<file path="src/rtl/logic_unit_pipe_if.sv">
// Request/result handshake bundle for the logical-unit pipeline.
// The upstream side is in_*; the downstream side is out_*.
interface logic_unit_pipe_if #(
   parameter int WIDTH = 32
);
   logic             in_valid;
   logic             in_ready;
   logic [2:0]       in_op;
   logic [WIDTH-1:0] in_a;
   logic [WIDTH-1:0] in_b;
   logic             out_valid;
   logic             out_ready;
   logic [WIDTH-1:0] out_result;
   logic             out_zero;
   logic             out_neg;
   logic             out_err;

   modport master (
      output in_valid, in_op, in_a, in_b, out_ready,
      input  in_ready, out_valid, out_result,
      input  out_zero, out_neg, out_err
   );

   modport slave (
      input  in_valid, in_op, in_a, in_b, out_ready,
      output in_ready, out_valid, out_result,
      output out_zero, out_neg, out_err
   );
endinterface

</file>
<file path="src/rtl/logic_unit_pipe.sv">
// Two-stage logical unit: operand register, then result register with
// zero/neg/err flags, under valid/ready handshakes on both sides.
module logic_unit_pipe #(
   parameter int WIDTH = 32,
   parameter int CNT_W = 16
) (
   input  logic             clk,
   input  logic             rst_n,
   logic_unit_pipe_if.slave bus,
   output logic [CNT_W-1:0] done_cnt
);
   typedef struct packed {
      logic [2:0]       op;
      logic [WIDTH-1:0] a;
      logic [WIDTH-1:0] b;
   } s1_t;

   logic             s1_valid;
   s1_t              s1;
   logic             out_valid;
   logic [WIDTH-1:0] out_result;
   logic             out_zero;
   logic             out_neg;
   logic             out_err;
   logic             s2_adv;
   logic             in_ready;
   logic [WIDTH-1:0] f_res;
   logic             f_err;

   assign s2_adv   = !out_valid || bus.out_ready;
   assign in_ready = !s1_valid || s2_adv;

   assign bus.in_ready   = in_ready;
   assign bus.out_valid  = out_valid;
   assign bus.out_result = out_result;
   assign bus.out_zero   = out_zero;
   assign bus.out_neg    = out_neg;
   assign bus.out_err    = out_err;

   // Opcode 111 falls through to the default: zero result, err raised.
   always_comb begin
      f_res = '0;
      f_err = 1'b0;
      unique case (1'b1)
         (s1.op == 3'b000): f_res = s1.a & s1.b;
         (s1.op == 3'b001): f_res = s1.a | s1.b;
         (s1.op == 3'b010): f_res = s1.a ^ s1.b;
         (s1.op == 3'b011): f_res = ~(s1.a | s1.b);
         (s1.op == 3'b100): f_res = ~(s1.a & s1.b);
         (s1.op == 3'b101): f_res = ~(s1.a ^ s1.b);
         (s1.op == 3'b110): f_res = ~s1.a;
         default:           f_err = 1'b1;
      endcase
   end

   always_ff @(posedge clk or negedge rst_n) begin
      if (!rst_n) begin
         s1_valid <= 1'b0;
         s1       <= '0;
      end else if (bus.in_valid && in_ready) begin
         s1_valid <= 1'b1;
         s1       <= '{op: bus.in_op, a: bus.in_a, b: bus.in_b};
      end else if (s2_adv) begin
         s1_valid <= 1'b0;
      end
   end

   always_ff @(posedge clk or negedge rst_n) begin
      if (!rst_n) begin
         out_valid  <= 1'b0;
         out_result <= '0;
         out_zero   <= 1'b0;
         out_neg    <= 1'b0;
         out_err    <= 1'b0;
      end else if (s2_adv) begin
         out_valid <= s1_valid;
         if (s1_valid) begin
            out_result <= f_res;
            out_zero   <= (f_res == '0);
            out_neg    <= f_res[WIDTH-1];
            out_err    <= f_err;
         end
      end
   end

   always_ff @(posedge clk or negedge rst_n) begin
      if (!rst_n) begin
         done_cnt <= '0;
      end else if (out_valid && bus.out_ready) begin
         done_cnt <= done_cnt + CNT_W'(1);
      end
   end
endmodule

</file>
<file path="src/flat_wrapper.sv">
// flat-port wrapper written by rule: the top's interface ports become plain ports
module logic_unit_pipe_flat 
#(
   parameter int WIDTH = 32,
   parameter int CNT_W = 16
)
  (clk, rst_n, done_cnt, bus_in_valid, bus_in_op, bus_in_a, bus_in_b, bus_out_ready, bus_in_ready, bus_out_valid, bus_out_result, bus_out_zero, bus_out_neg, bus_out_err);
  logic_unit_pipe_if #(.WIDTH(WIDTH)) bus_i ();
  input  logic clk;
  input  logic rst_n;
  output logic [CNT_W-1:0] done_cnt;
  input wire logic [$bits(bus_i.in_valid)-1:0] bus_in_valid;
  input wire logic [$bits(bus_i.in_op)-1:0] bus_in_op;
  input wire logic [$bits(bus_i.in_a)-1:0] bus_in_a;
  input wire logic [$bits(bus_i.in_b)-1:0] bus_in_b;
  input wire logic [$bits(bus_i.out_ready)-1:0] bus_out_ready;
  output wire logic [$bits(bus_i.in_ready)-1:0] bus_in_ready;
  output wire logic [$bits(bus_i.out_valid)-1:0] bus_out_valid;
  output wire logic [$bits(bus_i.out_result)-1:0] bus_out_result;
  output wire logic [$bits(bus_i.out_zero)-1:0] bus_out_zero;
  output wire logic [$bits(bus_i.out_neg)-1:0] bus_out_neg;
  output wire logic [$bits(bus_i.out_err)-1:0] bus_out_err;
  assign bus_i.in_valid = bus_in_valid;
  assign bus_i.in_op = bus_in_op;
  assign bus_i.in_a = bus_in_a;
  assign bus_i.in_b = bus_in_b;
  assign bus_i.out_ready = bus_out_ready;
  assign bus_in_ready = bus_i.in_ready;
  assign bus_out_valid = bus_i.out_valid;
  assign bus_out_result = bus_i.out_result;
  assign bus_out_zero = bus_i.out_zero;
  assign bus_out_neg = bus_i.out_neg;
  assign bus_out_err = bus_i.out_err;
  logic_unit_pipe #(.WIDTH(WIDTH), .CNT_W(CNT_W)) u_core (.clk(clk), .rst_n(rst_n), .bus(bus_i), .done_cnt(done_cnt));
endmodule
</file>
<file path="config.mk">
export PLATFORM = sky130hd
export DESIGN_NAME = logic_unit_pipe_flat
export DESIGN_NICKNAME = d
export VERILOG_FILES = /design/src/rtl/logic_unit_pipe_if.sv /design/src/rtl/logic_unit_pipe.sv /design/src/flat_wrapper.sv
export SDC_FILE = /design/constraint.sdc
export NUM_CORES = 1
export LEC_CHECK = 0
export BUFFER_PORTS_ARGS = -buffer_cell sky130_fd_sc_hd__buf_2
export CORE_UTILIZATION = 29
export CTS_CLUSTER_SIZE = 24
export DETAILED_ROUTE_END_ITERATION = 10
export PLACE_DENSITY = 0.47
export SLEW_MARGIN = 5
export SYNTH_ARGS = -nofsm -noshare
export SYNTH_HDL_FRONTEND = slang
export SYNTH_SLANG_ARGS = --single-unit
</file>
<file path="constraint.sdc">
create_clock -name clk -period 3.67 [get_ports clk]
set_clock_uncertainty 0.2 [all_clocks]
set_input_delay 0.367 -clock clk [delete_from_list [all_inputs] [get_ports clk]]
set_output_delay 0.367 -clock clk [all_outputs]
set_load 0.02 [all_outputs]
</file>
# Word level (Yosys, flattened, before mapping)
# Index checks and enable logic that the tools add are counted.
[word_totals] register_bits=120 in_bits=71 out_inout_bits=53 elab_cells=39
[op_classes] n_addsub=1 n_eq_ne=6 n_mux=4 n_bitwise=7 reduce_logical=11
[op_table] cell="32-bit one-hot mux with 7 select lines" n=1
[op_table] cell="32-bit inverter" n=4
[op_table] cell="32-bit AND" n=1
[op_table] cell="32-bit zero test" n=1
[op_table] cell="32-bit bitwise OR" n=1
[op_table] cell="32-bit bitwise XOR" n=1
[op_table] cell="16-bit by 1-bit adder with 16-bit output (second input constant)" n=1
[op_table] cell="3-bit equality test (second input constant)" n=3
[op_table] cell="7-bit OR reduction" n=1
[op_table] cell="3-bit by 2-bit equality test with 1-bit output (second input constant)" n=2
[op_table] cell="3-bit by 1-bit equality test with 1-bit output (second input constant)" n=1
[op_table] cell="3-bit zero test" n=1
[op_table] cell="1-bit two-way mux" n=3
[op_table] cell="1-bit logical AND" n=2
[op_table] cell="1-bit zero test" n=2
[op_table] cell="1-bit logical OR" n=2
[op_table] cell="2-bit AND reduction" n=1
[op_table] cell="2-bit nonzero test" n=1

# Logic depth before layout (Yosys ltp)
[depth] word_depth=5 mapped_depth=11

# Worst setup path before layout
# Ideal clock, no wire load.
[synth_path] kind="flip-flop to flip-flop" startpoint="register u_core.s1[10] (netlist name)" endpoint="register u_core.out_zero, in the netlist u_core.bus.out_zero" setup_ps=95 t_arrival_ps=2182 required_ps=3375 slack_ps=1193 path_stages_with_launch=9 n_path_buf=0 synth_period_minus_slack_ps=2477 cell_sequence="dfrtp_1 inv_1 ha_1 mux2_2 a221o_1 nor4b_2 nand4_1 or3_1 o31ai_1"
[synth_via] elab_chain_len=4 elab_cells_between_ends=8 classes_between="mux: 1; bitwise: 6; reduce/logical: 1"
[synth_rtl] element="start, declared" line="logic_unit_pipe.sv:19" source="s1_t s1;"
[synth_rtl] element="start signal, assigned" line="logic_unit_pipe.sv:62" source="s1 <= '{op: bus.in_op, a: bus.in_a, b: bus.in_b};"
[synth_rtl] element="32-bit bitwise XOR (tied with other cells)" line="logic_unit_pipe.sv:47, logic_unit_pipe.sv:50"
[synth_rtl] element="32-bit inverter (on tied branches)" line="logic_unit_pipe.sv:50, logic_unit_pipe.sv:48, logic_unit_pipe.sv:49"
[synth_rtl] element="32-bit one-hot mux with 7 select lines (*)" line="logic_unit_pipe.sv:44" source="unique case (1'b1)"
[synth_rtl] element="32-bit zero test (*)" line="logic_unit_pipe.sv:79" source="out_zero <= (f_res == '0);"
[synth_rtl] element="end signal, assigned" line="logic_unit_pipe.sv:79"
[synth_rtl] element="end, declared" line="logic_unit_pipe.sv:22" source="logic out_zero;"
# Every way passes the cells marked *; elsewhere a longest branch is shown, timed or not.
# A chain may end at the register's enable or synchronous reset.

# Worst setup path in the final report
[layout_path] startpoint="register u_core.s1[66] (netlist name)" endpoint="register u_core.out_zero, in the netlist u_core.bus.out_zero"
[layout_via] elab_chain_len=3 elab_cells_between_ends=9 classes_between="eq/ne: 6; mux: 1; reduce/logical: 2"
[layout_rtl] element="3-bit equality test (tied with other cells)" line="logic_unit_pipe.sv:51" source="(s1.op == 3'b110): f_res = ~s1.a;"
[layout_rtl] element="32-bit one-hot mux with 7 select lines (*)" line="logic_unit_pipe.sv:44"
[layout_rtl] element="32-bit zero test (*)" line="logic_unit_pipe.sv:79"
# Marked as above.

==> flow_metrics.tcl <==
set metrics [dict create \
    tightest_slew_ps 1230 \
    p_seq_share_pct 35.3 \
    start_util_pct 29.5 \
    synth-main-ff-cell "dfrtp_1" \
    p_clk_share_pct 29.1 \
    die_w_um 162 \
    final_common_cell "buf_2" \
    grt_first_pass_wirelength_um 30800 \
    die_h_um 162 \
    power_density_mw_per_mm2 542 \
    drt_wl_total_um 19300 \
    crit_arrival_ps 3220 \
    worstSetupStartpointType "flip-flop" \
    netlist_instances 729 \
    antenna_found_initial 0 \
    routabilityCongestion 0.790 \
    cts_tree "done" \
    synth_seq_area_share_pct 40.1 \
    most-common-layout-cells "buf_2, dfrtp_1, mux2_2" \
    root_buffer "clkbuf_16" \
    synth.top_cell.area_share_pct 40.1 \
    rsz0062_at_grt "no" \
    io_pins 124 \
    timing.final.max_slew_violations 0 \
    crit_chain "buf_12 > and3b_4 > a22o_1 > a221o_1 > nor4b_2 > nand4_1 > or3_1 > o31ai_1" \
    min_path_type "in2reg" \
    synth_area_leader_cell "dfrtp_1" \
    path_max_fanout 101 \
    final_cell_area_sq_mm 0.00957 \
    vias 5796 \
    max_freq_ghz 0.323 \
    die_area_sq_mm 0.0263 \
    drive_gt1_share_pct 27.1 \
    ys_top_cells_by_area "dfrtp_1, mux2_2, ha_1" \
    cts_setup_buffers 0 \
    setup_violations 0 \
    io_buffer_count 123 \
    post_drt_via_cell_ratio 4.64 \
    syn_to_final_growth_pct 28.7 \
    worst_skew_pair.late_latency_ps 420 \
    p_leak_nw 4.59 \
    antenna_cells 0 \
    cp_data_required_time_ps 3790 \
    cts_made_buffers 17 \
    post-route-drc-count 0 \
    p_int_w 0.00331 \
    grt_overflow 0 \
    tns_ps 0 \
    ys_ff_latch 119 \
    fin_crit_ps 3090 \
    pwr-share-comb_pct 35.6 \
    num_rows 58 \
    final_antenna_net_count 0 \
    syn_nets 865 \
    grt_use_total_pct 15.2 \
    drtPass1Iterations 4 \
    vdd_drop_max_mv 0.257 \
    ys_warn_count 0 \
    core-area_sq_mm 0.0252 \
    power.total_w 0.00518 \
    synth_edf_count 0 \
    synth_cell_types 52 \
    clockBufferDepth 2 \
    grt_max_degree 102 \
    cts.htree.levels 4 \
    cts.sinks 119 \
    path_clk_slew_ps 60 \
    maxCapViolCount 0 \
    wire_per_inst_um 15.4 \
    grt_pass1_vias 5535 \
    async_flop_share_pct 100 \
    slew_headroom_pct 17.4 \
    p_sw_w 0.00187 \
    crit_slowest_cell "dfrtp_4" \
    hold_viol_final 0 \
    avgSynthCellArea_sq_um 10.2 \
    finalCritPeriodShare_pct 84.3 \
    placed_area_sq_mm 0.00840 \
    fin_nets 1043 \
    crit_path_end_kind "flip-flop" \
    synth_area_sq_mm 0.00743 \
    status "completed" \
    dp_hpwl_um 13900 \
    initialDrtViolationCount 318 \
    path_class "reg2reg" \
    switching_share_pct 36.2 \
    cpPeakStageDelay_ps 420 \
]
==> final timing paths <==
check | start | end | slack [ps] | cells past startpoint
max | u_core.s1[66]$_DFFE_PN0P_ | u_core.bus.out_zero$_DFFE_PN0P_ | 580 | 8
min | bus_in_op[1] | u_core.s1[65]$_DFFE_PN0P_ | 20 | 2
max reg2reg | u_core.s1[66]$_DFFE_PN0P_ | u_core.bus.out_zero$_DFFE_PN0P_ | 580 | 8
min reg2reg | u_core.done_cnt[15]$_DFFE_PN0P_ | u_core.done_cnt[15]$_DFFE_PN0P_ | 260 | 1
max in group asynchronous | rst_n | u_core.bus.out_result[3]$_DFFE_PN0P_ | 2050 | 3
min in group asynchronous | rst_n | u_core.s1[31]$_DFFE_PN0P_ | 360 | 2
==> logic make-up after synthesis <==
group / after synthesis / share of synthesized area (%)
muxes: 104 / 15.5
buffers and inverters: 114 / 6.40
xor gates and xnor gates: 46 / 5.42
AOI/OAI and AO/OA: 142 / 12.7
and+or+nand+nor: 139 / 9.07
DFF: 119 / 40.1
adders and majority gates: 65 / 10.9
==> critical path: cells and delay by family, from the launching register on <==
family	cells	cell delay [ps]
flops	1	420
compound gates	3	770
simple gates	4	1180
buf+inv	1	400
==> cells in the mapped netlist, types with 9 or more instances <==
master,n
o22ai_1,13
a22o_1,11
clkbuf_1,24
a21oi_1,24
nor2_1,23
o21ai_0,35
inv_1,67
nand2b_1,11
xor2_1,23
a221oi_1,13
mux2_2,79
buf_2,14
mux2i_1,18
nand2_1,61
ha_1,65
dfrtp_1,119
xnor2_1,23
nor2b_1,9
==> state kept, by name (all words and copies together), names as in the netlist <==
name and count:
u_core.s1 67, u_core.bus.out_zero 1, u_core.s1_valid 1, u_core.bus.out_neg 1, u_core.bus.out_result 31, u_core.done_cnt 16, u_core.bus.out_err 1, u_core.bus.out_valid 1
==> metal layers <==
metal  global-route usage [%]  up-vias  wire length [um]
met4                     4.12        0               183
met1                     22.8     2768             10300
met2                     21.9      122              8070
li1                         -     2893                 -
met3                     2.91       13               722
met5                        0        -                 0
==> cell type report <==
| cell class | instances | area (sq um) |
|---|---|---|
| multi-input combinational | 496 | 3980 |
| tap | 330 | 413 |
| fill | 2550 | 15600 |
| clock buffer | 27 | 503 |
| sequential | 119 | 2980 |
| timing repair buffer | 206 | 1420 |
| inverter | 67 | 251 |
| clock inverter | 3 | 17.5 |
==> what timing repair did <==
action,CTS,global route
hold buffers,65,0
gates resized for setup,0,0
hold endpoints to repair,119,0
==> through the flow <==
step | setup slack (ps) | cells | hold WS (ps) | utilization, %
finish | 575 | 1248 | 18.9 | 38.0
global route | 386 | 1248 | 16.8 | 38.0
CTS | 568 | 1248 | 11.3 | 38.0
detailed placement | 583 | 1153 | 262 | 33.3
global placement | 584 | 1153 | 256 | 33.3
floorplan | 1190 | 729 | -129 | -
==> power groups by stage <==
stage | Combinational, W | Sequential (W) | Clock (W)
CTS | 0.00186 | 0.00184 | 0.00156
detailed placement | 0.00180 | 0.00186 | 0
global placement | 0.00180 | 0.00185 | 0
floorplan | 0.00110 | 0.00197 | 0
global route | 0.00204 | 0.00188 | 0.00162
finish | 0.00184 | 0.00183 | 0.00151
Power figures use the tool's default switching activity.
